**src/rtl/uart_rx_pkg.sv**
```systemverilog
// uart_rx_pkg: shared constants for the UART receive FIFO.
// Entry word layout, timeout FSM encoding, default sizes.
package uart_rx_pkg;

  localparam int RX_DEPTH_DEF   = 16;
  localparam int RX_AW_DEF      = 4;
  localparam int RX_IRQ_DEF     = 8;
  localparam int RX_TIMEOUT_DEF = 640;

  localparam int ENTRY_W  = 10;
  localparam int DATA_LSB = 0;
  localparam int DATA_W   = 8;
  localparam int PAR_BIT  = 8;
  localparam int FRM_BIT  = 9;

  typedef logic [ENTRY_W-1:0] rx_word_t;

  typedef struct packed {
    logic       frm;
    logic       par;
    logic [7:0] data;
  } rx_entry_t;

  localparam logic [0:0] ST_IDLE     = 1'b0;
  localparam logic [0:0] ST_COUNTING = 1'b1;

  function automatic rx_word_t rx_pack(
    input logic [7:0] d,
    input logic       p,
    input logic       f
  );
    rx_word_t w;
    w = '0;
    w[DATA_LSB +: DATA_W] = d;
    w[PAR_BIT] = p;
    w[FRM_BIT] = f;
    return w;
  endfunction

  function automatic rx_entry_t rx_unpack(input rx_word_t w);
    rx_entry_t e;
    e.data = w[DATA_LSB +: DATA_W];
    e.par  = w[PAR_BIT];
    e.frm  = w[FRM_BIT];
    return e;
  endfunction

endpackage

```
**src/rtl/uart_rx_fifo_timeout.sv**
```systemverilog
// uart_rx_fifo_timeout: inactivity timer for the RX FIFO.
// Counts baud ticks while data sits unread; raises sticky timeout.
module uart_rx_fifo_timeout
  import uart_rx_pkg::*;
#(
  parameter int TIMEOUT_TICKS = RX_TIMEOUT_DEF
) (
  input  logic clk,
  input  logic reset_n,
  input  logic baud_clock,
  input  logic empty,
  input  logic write_accepted,
  input  logic read_accepted,
  output logic rx_timeout
);

  localparam int CW =
    (TIMEOUT_TICKS > 1) ? $clog2(TIMEOUT_TICKS) : 1;
  localparam logic [CW-1:0] LAST = CW'(TIMEOUT_TICKS - 1);

  logic [0:0]    r_state;
  logic [CW-1:0] r_cnt;
  logic          r_timeout;

  // FSM, tick counter and sticky timeout flag
  always_ff @(posedge clk or negedge reset_n) begin
    if (!reset_n) begin
      r_state   <= ST_IDLE;
      r_cnt     <= '0;
      r_timeout <= 1'b0;
    end else begin
      unique case (r_state)
        ST_IDLE: begin
          r_cnt     <= '0;
          r_timeout <= 1'b0;
          if (!empty)
            r_state <= ST_COUNTING;
        end
        ST_COUNTING: begin
          if (empty) begin
            r_state   <= ST_IDLE;
            r_cnt     <= '0;
            r_timeout <= 1'b0;
          end else if (read_accepted) begin
            r_cnt     <= '0;
            r_timeout <= 1'b0;
          end else if (write_accepted) begin
            r_cnt <= '0;
          end else if (baud_clock) begin
            if (r_cnt == LAST)
              r_timeout <= 1'b1;
            else
              r_cnt <= r_cnt + 1'b1;
          end
        end
        default: begin
          r_state   <= ST_IDLE;
          r_cnt     <= '0;
          r_timeout <= 1'b0;
        end
      endcase
    end
  end

  assign rx_timeout = r_timeout;

endmodule

```
**src/rtl/uart_rx_fifo.sv**
```systemverilog
// uart_rx_fifo: FWFT receive buffer behind the UART receiver.
// Stores {framing, parity, data}; level/timeout irq, overflow.
module uart_rx_fifo
  import uart_rx_pkg::*;
#(
  parameter int DEPTH         = RX_DEPTH_DEF,
  parameter int AW            = RX_AW_DEF,
  parameter int IRQ_LEVEL     = RX_IRQ_DEF,
  parameter int TIMEOUT_TICKS = RX_TIMEOUT_DEF
) (
  input  logic          clk,
  input  logic          reset_n,
  input  logic          baud_clock,
  input  logic          fifo_write_n,
  input  logic [7:0]    rx_byte,
  input  logic          parity_err_in,
  input  logic          framing_err_in,
  input  logic          rd_en,
  input  logic          clear_overflow,
  output logic [7:0]    rd_data,
  output logic          rd_parity_err,
  output logic          rd_framing_err,
  output logic          empty,
  output logic          full,
  output logic [AW:0]   count,
  output logic          overflow,
  output logic          rx_irq_level,
  output logic          rx_timeout
);

  rx_word_t    r_mem [DEPTH];
  logic [AW-1:0] r_wr_ptr;
  logic [AW-1:0] r_rd_ptr;
  logic [AW:0]   r_count;
  logic          r_overflow;

  logic      w_wr_req;
  logic      w_empty;
  logic      w_full;
  logic      w_rd_acc;
  logic      w_wr_acc;
  logic      w_drop;
  rx_entry_t w_head;

  assign w_empty  = (r_count == '0);
  assign w_full   = (r_count == (AW+1)'(DEPTH));
  assign w_wr_req = ~fifo_write_n;
  assign w_rd_acc = rd_en & ~w_empty;
  assign w_wr_acc = w_wr_req & (~w_full | w_rd_acc);
  assign w_drop   = w_wr_req & w_full & ~w_rd_acc;

  // Entry storage, cleared so the head reads zero after reset
  always_ff @(posedge clk or negedge reset_n) begin
    if (!reset_n) begin
      for (int i = 0; i < DEPTH; i++)
        r_mem[i] <= '0;
    end else if (w_wr_acc) begin
      r_mem[r_wr_ptr] <=
        rx_pack(rx_byte, parity_err_in, framing_err_in);
    end
  end

  // Write and read pointers, wrapping modulo DEPTH
  always_ff @(posedge clk or negedge reset_n) begin
    if (!reset_n) begin
      r_wr_ptr <= '0;
      r_rd_ptr <= '0;
    end else begin
      if (w_wr_acc)
        r_wr_ptr <= r_wr_ptr + 1'b1;
      if (w_rd_acc)
        r_rd_ptr <= r_rd_ptr + 1'b1;
    end
  end

  // Occupancy; simultaneous push and pop leave it unchanged
  always_ff @(posedge clk or negedge reset_n) begin
    if (!reset_n)
      r_count <= '0;
    else if (w_wr_acc && !w_rd_acc)
      r_count <= r_count + 1'b1;
    else if (!w_wr_acc && w_rd_acc)
      r_count <= r_count - 1'b1;
  end

  // Sticky overflow; a drop beats a clear in the same cycle
  always_ff @(posedge clk or negedge reset_n) begin
    if (!reset_n)
      r_overflow <= 1'b0;
    else if (w_drop)
      r_overflow <= 1'b1;
    else if (clear_overflow)
      r_overflow <= 1'b0;
  end

  uart_rx_fifo_timeout #(
    .TIMEOUT_TICKS (TIMEOUT_TICKS)
  ) u_timeout (
    .clk            (clk),
    .reset_n        (reset_n),
    .baud_clock     (baud_clock),
    .empty          (w_empty),
    .write_accepted (w_wr_acc),
    .read_accepted  (w_rd_acc),
    .rx_timeout     (rx_timeout)
  );

  assign w_head         = rx_unpack(r_mem[r_rd_ptr]);
  assign rd_data        = w_head.data;
  assign rd_parity_err  = w_head.par;
  assign rd_framing_err = w_head.frm;
  assign empty          = w_empty;
  assign full           = w_full;
  assign count          = r_count;
  assign overflow       = r_overflow;
  assign rx_irq_level   = (r_count >= (AW+1)'(IRQ_LEVEL));

endmodule

```
**config.mk**
```make
export PLATFORM = sky130hd
export DESIGN_NAME = uart_rx_fifo
export DESIGN_NICKNAME = d
export VERILOG_FILES = /design/src/rtl/uart_rx_pkg.sv /design/src/rtl/uart_rx_fifo_timeout.sv /design/src/rtl/uart_rx_fifo.sv
export SDC_FILE = /design/constraint.sdc
export NUM_CORES = 1
export LEC_CHECK = 0
export CAP_MARGIN = 10
export CORE_UTILIZATION = 35
export CTS_CLUSTER_DIAMETER = 40
export DETAILED_ROUTE_END_ITERATION = 12
export PLACE_DENSITY = 0.56
export SLEW_MARGIN = 15
export SYNTH_ARGS = -nofsm -noshare
export SYNTH_HDL_FRONTEND = slang
export SYNTH_SLANG_ARGS = --single-unit
```
**constraint.sdc**
```tcl
create_clock -name clk -period 4.17 [get_ports clk]
set_clock_uncertainty 0.15 [all_clocks]
set_input_delay 0.417 -clock clk [delete_from_list [all_inputs] [get_ports clk]]
set_output_delay 0.417 -clock clk [all_outputs]
set_load 0.05 [all_outputs]
```
== Word level (Yosys, flattened, before mapping) ==
Index checks and enable logic that the tools add are counted.
Cells by class
  add/sub/neg operators: 5
  reduce and logical (&&, ||, !) cells: 10
  mux-type cells: 23
  bitwise logic cells: 12
  equality and inequality tests: 7
  order comparisons: 4
Operators by type and width (count)
  160-bit bitwise mux: 1
  10-bit two-way mux: 8
  10-bit binary-select mux with 4-bit select: 1
  10-bit demux with 4-bit select: 1
  10-bit case mux with 2 select lines: 1
  4-bit inequality test (second input constant): 3
  10-bit by 1-bit adder with 10-bit output (second input constant): 1
  10-bit == test (second input constant): 1
  5-bit greater-or-equal comparator (second input constant): 2
  5-bit two-way mux: 2
  5-bit inequality test (second input constant): 2
  4-bit NOT with 5-bit output: 2
  4-bit by 1-bit adder with 4-bit output (second input constant): 2
  1-bit two-way mux: 8
  5-bit by 1-bit adder with 5-bit output (second input constant): 1
  5-bit == test (second input constant): 1
  5-bit by 4-bit greater-or-equal comparator with 1-bit output (second input constant): 1
  5-bit logical NOT: 1
  5-bit by 1-bit less-than comparator with 1-bit output (second input constant): 1
  1-bit NOT: 5
  5-bit by 1-bit subtractor with 5-bit output (second input constant): 1
  1-bit bitwise AND: 4
  2-bit nonzero test: 2
  1-bit logical AND: 3
  5 further kinds: 6
Word-level totals
  input bits: 16
  output and inout port bits: 20
  bits in registers: 186

== Depth between registers and ports, before layout ==
Gate-level depths: netlist of run 1.
  depth in word-level cells: 9
  gate-level depth with buffers: 10
  gate-level depth less buffers: 9

== Hierarchy ==
From an unflattened synthesis of run 1, not the netlist that was laid out.
Second synthesis, totals
  cells, all modules: 588
  area total of the unflattened synthesis: 8888.5 um2
Modules (own cells, without submodules)
  uart_rx_fifo: times used 1, cells each 524, area an instance 8225.4 um2
  uart_rx_fifo_timeout: times used 1, cells each 64, area an instance 663.1 um2

== Least setup slack after synthesis of run 1 ==
No wires, ideal clock.
  path kind: register to register
  start: register r_count[1], in the netlist count[1]
  end: register r_count[4], in the netlist count[4]
  library setup time: 147 ps
  data required time: 3873 ps
  arrival: 2893 ps
  cell stages (with the launch flop): 11
  path slack: 980 ps
  cells stage by stage: dfrtp_1 -> or4_1 -> buf_2 -> o21ai_1 -> ha_1 -> inv_1 -> ha_1 -> nor2b_1 -> o21a_1 -> o2111ai_1 -> o311ai_0
Between the ends
  cells in the longest elaborated chain, start to end: 8
  elaborated cells on any way between the ends: 16
  those cells by class: 2 x add/sub; 1 x eq/ne; 2 x mux; 5 x bitwise; 6 x reduce/logical
RTL lines
  from (decl): RTL line uart_rx_fifo.sv:34  | logic [AW:0] r_count;
  from (signal assigned): RTL line uart_rx_fifo.sv:81  | r_count <= r_count + 1'b1;
  from (signal assigned): RTL line uart_rx_fifo.sv:83  | r_count <= r_count - 1'b1;
  5-bit logical NOT: RTL line uart_rx_fifo.sv:45  | assign w_empty = (r_count == '0);
  1-bit NOT: RTL line uart_rx_fifo.sv:48  | assign w_rd_acc = rd_en & ~w_empty;
  1-bit bitwise AND: RTL line uart_rx_fifo.sv:48
  1-bit bitwise OR: RTL line uart_rx_fifo.sv:49  | assign w_wr_acc = w_wr_req & (~w_full | w_rd_acc);
  1-bit bitwise AND: RTL line uart_rx_fifo.sv:49
  1-bit logical NOT: RTL line uart_rx_fifo.sv:82  | else if (!w_wr_acc && w_rd_acc)
  1-bit logical AND: RTL line uart_rx_fifo.sv:82
  2-bit nonzero test (no line)
Several ways; a longest one is shown, not always the timed one. The select of a mux whose other input is x is not followed.
A chain may end at the register's enable or synchronous reset.

== Worst setup path after layout of run 1 ==
  start: register r_rd_ptr[1]
  end: output rd_data[3]
Between the ends
  cells in the longest elaborated chain, start to end: 4
RTL lines
  from (decl): RTL line uart_rx_fifo.sv:33  | logic [AW-1:0] r_rd_ptr;
  from (signal assigned): RTL line uart_rx_fifo.sv:72  | r_rd_ptr <= r_rd_ptr + 1'b1;
  4-bit NOT with 5-bit output (implied by the code): RTL line uart_rx_fifo.sv:108  | assign w_head = rx_unpack(r_mem[r_rd_ptr]);
  10-bit binary-select mux with 4-bit select: RTL line uart_rx_fifo.sv:108
  10-bit two-way mux (implied by the code) (2 in a row): RTL line uart_rx_fifo.sv:108
  to (decl): RTL line uart_rx_fifo.sv:20  | output logic [7:0] rd_data,
No other way between the ends. The select of a mux whose other input is x is not followed.

==> results by group, run 1 <==
Yosys
  – Syn nets: 618
  – Area share of the largest cell type after synthesis: 53.30%
  – Synth area leader: dfrtp_1
  – Post-synthesis cell count: 590
  – Seq/Total Area, Yosys: 53.30%
  – Syn Std Cell Area: 8732 sq um
  – Post-synth EDFFs: 0
  – Dominant synthesized flop cell: dfrtp_1
  – Asr flop ratio synth: 100.0%
  – YS warnings: 0
  – Avg Inst Size Synth: 14.80 sq um
  – Main area contributors after synthesis: dfrtp_1 (53%), mux2_2 (21%), mux4_2 (10%), a22oi_1 (1.7%), ha_1 (1.6%)
  – Yosys reg bits: 186
  – Yosys cell types: 46

STA
  – RSZ-0062 raised after global routing: false
  – Relative slew slack: 24.51%
  – Max Freq: 267.3 MHz
  – Period utilisation layout: 89.70%
  – Worst Max-Slew Pin Slew: 1.123 ns
  – Count of final setup violators: 0
  – Fin. max-slew vios: 0
  – Hold WS: -0.03784 ns
  – TNS Setup: 0 ns
  – Fin worst setup slack: 0.4296 ns
  – Final hold violation count: 8
  – Final min period: 3.740 ns

Cells and area
  – Layout cells sized above 1: 42.10%
  – Util after Layout: 41.68%
  – Layout area overhead: 16.42%
  – Final #Nets: 654
  – Antenna diodes: 0

Power and ir drop
  – Leak Pwr: 4.207 nW
  – Power density cells: 850.9 nW/um^2
  – VDD IR max: 0.3881 mV

Worst setup path
  – WP buf/inv: 2
  – R2r endpoint: count[4]$_DFFE_PN0P_
  – Reg-to-reg slack, setup: 0.81 ns
  – CP Capture Type: primary output
  – CP max stage cell: dfrtp_2
  – Critical path type: flop to primary output
  – Worst r2r path cells: 9
  – CP Max Fanout: 35
  – Largest delay contributor family on the critical path: buffers and inverters
  – Critical path, cell by cell: buf_4, mux4_2, a22oi_1, nand2_1, clkdlybuf4s50_1
  – Crit path launch type: flop
  – Critical R2R Launch: count[1]$_DFFE_PN0P_
  – CP Data Required Time: 3.60 ns
  – Largest stage delay, worst path: 1.02 ns
  – Crit path DAT: 3.17 ns

Floorplan
  – Initial Util: 35.80%
  – Die width: 160.0 um
  – Core Rows: 57
  – Total core area: 24390 sq um
  – IO Pins: 36
  – Chip height: 160.0 um
  – Die area: 25580 sq um

Global routing
  – First-pass GRT wire length: 32.31 mm
  – Number of global-route vias before repair: 5527
  – Largest net degree at the start of global routing: 118
  – Total GRT Usage: 16.86%
  – Initial antenna violation count: 0
  – Global route overflow: 0

Hold path
  – Worst hold path class: input pin to asynchronous set/reset pin

Route
  – DR pass1 iterations: 4
  – DRT iter0 DRCs: 231
  – DRC Markers: 0
  – Vias post-DR: 5110
  – Post-Route WL: 20.01 mm
  – DR vias/cell: 5.306
  – Antenna Nets Post-Route: 0
  – Post-DR wirelength/cell: 20.77 um

Run status
  – Result of the run: complete, but fails checks
  – Failing checks: hold timing

Clock tree
  – CTS buffer count: 17
  – Post-CTS setup buffer count: 0
  – Clock slew at reported path FFs: 0.07 ns
  – CTS sink cnt: 186
  – Hold buffers post-CTS: 0
  – CTS tree: built
  – CTS Root Cell: clkbuf_16
  – # resized after CTS: 0
  – H-tree depth: 4
  – Longest Clk Path Bufs: 2
  – Worst skew pair latency: 0.43 ns

Run
  – Max Cap Viol: 0

Placed design
  – Post-DP HPWL: 12.47 mm
  – Final Wtd Congestion: 0.7735
  – Port Buffers: 35
  – Pre-CTS setup slack: 0.6564 ns
cells in the final DEF (no fill, tap or decap), types with 3 or more instances in the layout:
cell type,count
a21oi_1,4
a22oi_1,20
and4_1,3
buf_4,14
bufinv_16,6
clkbuf_16,17
clkbuf_8,3
clkdlybuf4s50_1,34
clkinv_4,3
dfrtp_1,184
ha_1,11
inv_1,11
mux2_2,162
mux4_2,40
nand2_1,26
nand3_1,8
nand4_1,3
nor2_1,9
nor2_2,3
nor2b_1,4
nor3_4,7
o2111ai_1,3
o21ai_0,10
or3_1,3
or4_1,3
xnor2_1,8
xor2_1,5
area by class of cell:
cell class | instances | area (sq um)
clock inverters | 13 | 239.0
clock buffers | 19 | 452.9
fillers | 2239 | 14220
inverters | 11 | 41.29
well taps | 324 | 405.4
flip-flops and latches | 186 | 4657
repair buffers | 49 | 459.2
multi-input cells | 361 | 3911
synthesized netlist by cell type, types with 5 or more instances:
cell type    n
xor2_1       5
a22oi_1     20
o21ai_0     10
ha_1        11
nor2_1       9
nand3_1      8
buf_1        6
inv_1       11
clkbuf_1    22
dfrtp_1    186
xnor2_1      8
nor3_4       7
mux4_2      40
nand2_1     26
mux2_2     162
how the worst max path moves through the flow:
stage          cells past startpoint              endpoint                     from
6_report                           5            rd_data[3]  r_rd_ptr[1]$_DFFE_PN0P_
5_1_grt                            5            rd_data[4]  r_rd_ptr[1]$_DFFE_PN0P_
4_1_cts                            5            rd_data[3]  r_rd_ptr[1]$_DFFE_PN0P_
3_5_place_dp                      10  count[4]$_DFFE_PN0P_                    rd_en
3_3_place_gp                      10  count[4]$_DFFE_PN0P_                    rd_en
2_1_floorplan                     10  count[4]$_DFFE_PN0P_     count[1]$_DFFE_PN0P_
report_power, final:
| group | leakage [nW] | internal [W] | total (W) | switching (W) |
|---|---|---|---|---|
| Clock | 0.336 | 0.00116 | 0.00187 | 0.000705 |
| Sequential | 2.31 | 0.00264 | 0.00321 | 0.000571 |
| Combinational | 1.56 | 0.00182 | 0.00357 | 0.00175 |
per-stage QoR:
| step | std cells | cell area, sq um | power [W] |
|---|---|---|---|
| floorplan | 590 | 8732 | 0.005781 |
| global placement | 931 | 9474 | 0.006697 |
| detailed placement | 931 | 9474 | 0.006857 |
| CTS | 963 | 10170 | 0.008760 |
| global route | 963 | 10170 | 0.009152 |
| finish | 963 | 10170 | 0.008650 |
logic make-up (layout without fill, tap and decap cells):
group                      after synthesis  in the layout  share of synthesized area [%]
muxes                                  203            203                          31.32
adders and majority gates               12             12                          1.805
AOI/OAI and AO/OA                       48             48                          3.941
buffers and inverters                   43             92                          1.906
DFF                                    186            186                          53.30
xor gates and xnor gates                13             13                          1.304
and+or+nand+nor                         85             85                          6.419
state kept, by name, indices dropped and copies added (netlist names):
signal,count
u_timeout.r_state,1
u_timeout.r_cnt,10
count,5
r_rd_ptr,4
r_mem,160
overflow,1
u_timeout.rx_timeout,1
r_wr_ptr,4
metal layers:
layer | wire, um | track usage [%] | part of all wire (%)
met1 | 8892 | 21.60 | 44
met2 | 10160 | 28.44 | 51
met3 | 514 | 3.299 | 2.6
met4 | 440 | 5.887 | 2.2
met5 | 0 | 0 | 0
(Power assumes the default switching activity.)
==> run 2: changes to the inputs <==
--- a/config.mk
+++ b/config.mk
@@ -10,6 +10,7 @@
 export CTS_CLUSTER_DIAMETER = 40
 export DETAILED_ROUTE_END_ITERATION = 12
 export PLACE_DENSITY = 0.56
+export RECOVER_POWER = 100
 export SLEW_MARGIN = 15
 export SYNTH_ARGS = -nofsm -noshare
 export SYNTH_HDL_FRONTEND = slang
==> results by group, run 2 (same netlist as run 1, synthesis figures left out) <==
Clock tree
  – Longest Clk Path Bufs: 2 (unchanged)
  – # resized after CTS: 0 (unchanged)
  – CTS buffer count: 17 (unchanged)
  – Hold buffers post-CTS: 0 (unchanged)
  – Worst skew pair latency: 0.43 ns (about the same)
  – Clock slew at reported path FFs: 0.07 ns (about the same)
  – CTS sink cnt: 186 (unchanged)
  – H-tree depth: 4 (unchanged)
  – CTS tree: built
  – CTS Root Cell: clkbuf_16
  – Post-CTS setup buffer count: 0 (unchanged)

Route
  – Post-DR wirelength/cell: 20.79 um (about the same)
  – DRC Markers: 0 (unchanged)
  – DR pass1 iterations: 4 (unchanged)
  – DR vias/cell: 5.282 (-0.45%)
  – Post-Route WL: 20.02 mm (about the same)
  – Antenna Nets Post-Route: 0 (unchanged)
  – Vias post-DR: 5087 (-0.45%)
  – DRT iter0 DRCs: 235 (+1.7%)

Worst setup path
  – Crit path DAT: 3.22 ns (+0.05 ns)
  – CP max stage cell: dfrtp_2
  – CP Data Required Time: 3.60 ns (about the same)
  – Largest delay contributor family on the critical path: buffers and inverters
  – Critical path type: flop to primary output
  – Reg-to-reg slack, setup: 0.63 ns (-0.18 ns)
  – WP buf/inv: 2 (unchanged)
  – CP Max Fanout: 35 (unchanged)
  – Critical path, cell by cell: buf_4, mux4_2, a22oi_1, nand2_1, dlygate4sd3_1
  – Largest stage delay, worst path: 1.01 ns (about the same)
  – CP Capture Type: primary output
  – Crit path launch type: flop

Global routing
  – First-pass GRT wire length: 32.31 mm (unchanged)
  – Total GRT Usage: 16.86% (unchanged)
  – Global route overflow: 0 (unchanged)
  – Number of global-route vias before repair: 5527 (unchanged)
  – Largest net degree at the start of global routing: 118 (unchanged)
  – Initial antenna violation count: 0 (unchanged)

STA
  – Max Freq: 264.4 MHz (-1.1%)
  – Worst Max-Slew Pin Slew: 3.044 ns (+1.921 ns)
  – Hold WS: 0.3533 ns (+0.3911 ns)
  – Final min period: 3.783 ns (+0.04244 ns)
  – RSZ-0062 raised after global routing: false
  – Relative slew slack: -102.9% (-130 points)
  – Period utilisation layout: 90.72% (+1.0 points)
  – Final hold violation count: 0 (-8)
  – TNS Setup: 0 ns (unchanged)
  – Fin. max-slew vios: 201 (+201)
  – Count of final setup violators: 0 (unchanged)

Placed design
  – Port Buffers: 35 (unchanged)
  – Final Wtd Congestion: 0.7735 (unchanged)
  – Post-DP HPWL: 12.47 mm (unchanged)
  – Placed Cells: 931 (unchanged)

Cells and area
  – Final cell count without fillers: 963 (unchanged)
  – Multi-input gate area in the final layout: 3816 sq um (-2.4%)
  – Largest register FFs: 160 (unchanged)
  – Util after Layout: 41.14% (-0.54 points)
  – Most common cell after layout, fill and taps aside: dfrtp_1
  – Most frequent cells in the layout: dfrtp_1 (184), mux2_2 (160), mux4_2 (40)
  – Layout cells sized above 1: 39.44% (-2.7 points)
  – Antenna diodes: 0 (unchanged)
  – Largest register by flop count: r_mem
  – Final #Nets: 654 (unchanged)
  – Layout area overhead: 14.92%
  – Sequential cell area: 4657 sq um (unchanged)
  – Fill cells: 2255 (+0.71%)

Floorplan
  – Core Rows: 57 (unchanged)
  – Chip height: 160.0 um (unchanged)
  – IO Pins: 36 (unchanged)
  – Die area: 25580 sq um (unchanged)
  – Total core area: 24390 sq um (unchanged)
  – Die width: 160.0 um (unchanged)
  – Initial Util: 35.80% (unchanged)

Run status
  – Result of the run: complete, but fails checks
  – Failing checks: capacitance limit, slew limit

Power and ir drop
  – VDD IR max: 0.3719 mV (-4.2%)
  – Power density cells: 850.2 nW/um^2 (about the same)
  – Leak Pwr: 4.207 nW (unchanged)

Hold path
  – Worst hold path class: flop to flop

Run
  – Max Cap Viol: 9 (+9)
## run 2: metal layers
layer | part of all wire, % | vias to the layer above | global-route usage (%)
li1 | - | 2277 | -
met1 | 44 | 2700 | 21.60
met2 | 51 | 83 | 28.44
met3 | 3.4 | 27 | 3.299
met4 | 2.2 | 0 | 5.887
met5 | 0 | - | 0
## run 2: per-stage QoR
stage | instance area, sq um | worst slack [ns] | total power [W]
2_1_floorplan | 8732 | 0.9802 | 0.005781
3_3_place_gp | 9474 | 0.8190 | 0.006697
3_5_place_dp | 9474 | 0.6564 | 0.006857
4_1_cts | 10170 | 0.3718 | 0.008760
5_1_grt | 10030 | 0.2962 | 0.009042
6_report | 10030 | 0.3871 | 0.008531
## run 2: cell type report
cell class	instances	area share, %
sequential	186	46.41
multi-input combinational	361	38.03
tap	324	4.040
clock buffer	19	4.514
timing repair buffer	49	4.214
clock inverter	13	2.382
inverter	11	0.4115
## run 2: path summary, 6_finish.rpt
path | startpoint | to | depth (start not counted)
max reg2reg | count[1]$_DFFE_PN0P_ | count[4]$_DFFE_PN0P_ | 9
min reg2reg | r_mem[133]$_DFFE_PN0P_ | r_mem[133]$_DFFE_PN0P_ | 1
max | r_rd_ptr[1]$_DFFE_PN0P_ | rd_data[3] | 5
min in group asynchronous | reset_n | r_mem[29]$_DFFE_PN0P_ | 1
max in group asynchronous | reset_n | r_mem[118]$_DFFE_PN0P_ | 2
min | r_mem[133]$_DFFE_PN0P_ | r_mem[133]$_DFFE_PN0P_ | 1
## run 2: worst register-to-register path: stages, from the launching register on
cell and delay (ns):
dfrtp_1 0.43, or4_1 0.64, o21ai_0 0.54, ha_1 0.41
inv_1 0.18, ha_1 0.32, nor2b_1 0.15, o21a_1 0.21
o2111ai_1 0.21, o311ai_0 0.15
## run 2: report_power, final
| part | switching [W] | internal, W | total (W) |
|---|---|---|---|
| clock network | 0.000707 | 0.00116 | 0.00187 |
| logic | 0.00171 | 0.00175 | 0.00346 |
| registers | 0.000560 | 0.00264 | 0.00320 |
| total | 0.00298 | 0.00555 | 0.00853 |
==> run 3: changes to the inputs <==
--- a/config.mk
+++ b/config.mk
@@ -8,6 +8,7 @@
 export CAP_MARGIN = 10
 export CORE_UTILIZATION = 35
 export CTS_CLUSTER_DIAMETER = 40
+export CTS_CLUSTER_SIZE = 25
 export DETAILED_ROUTE_END_ITERATION = 12
 export PLACE_DENSITY = 0.56
 export RECOVER_POWER = 100
@@ -15,3 +16,4 @@
 export SYNTH_ARGS = -nofsm -noshare
 export SYNTH_HDL_FRONTEND = slang
 export SYNTH_SLANG_ARGS = --single-unit
+export TNS_END_PERCENT = 5
==> results of run 3 <==
The final DEF is identical to that of run 2; final timing and power are the same.
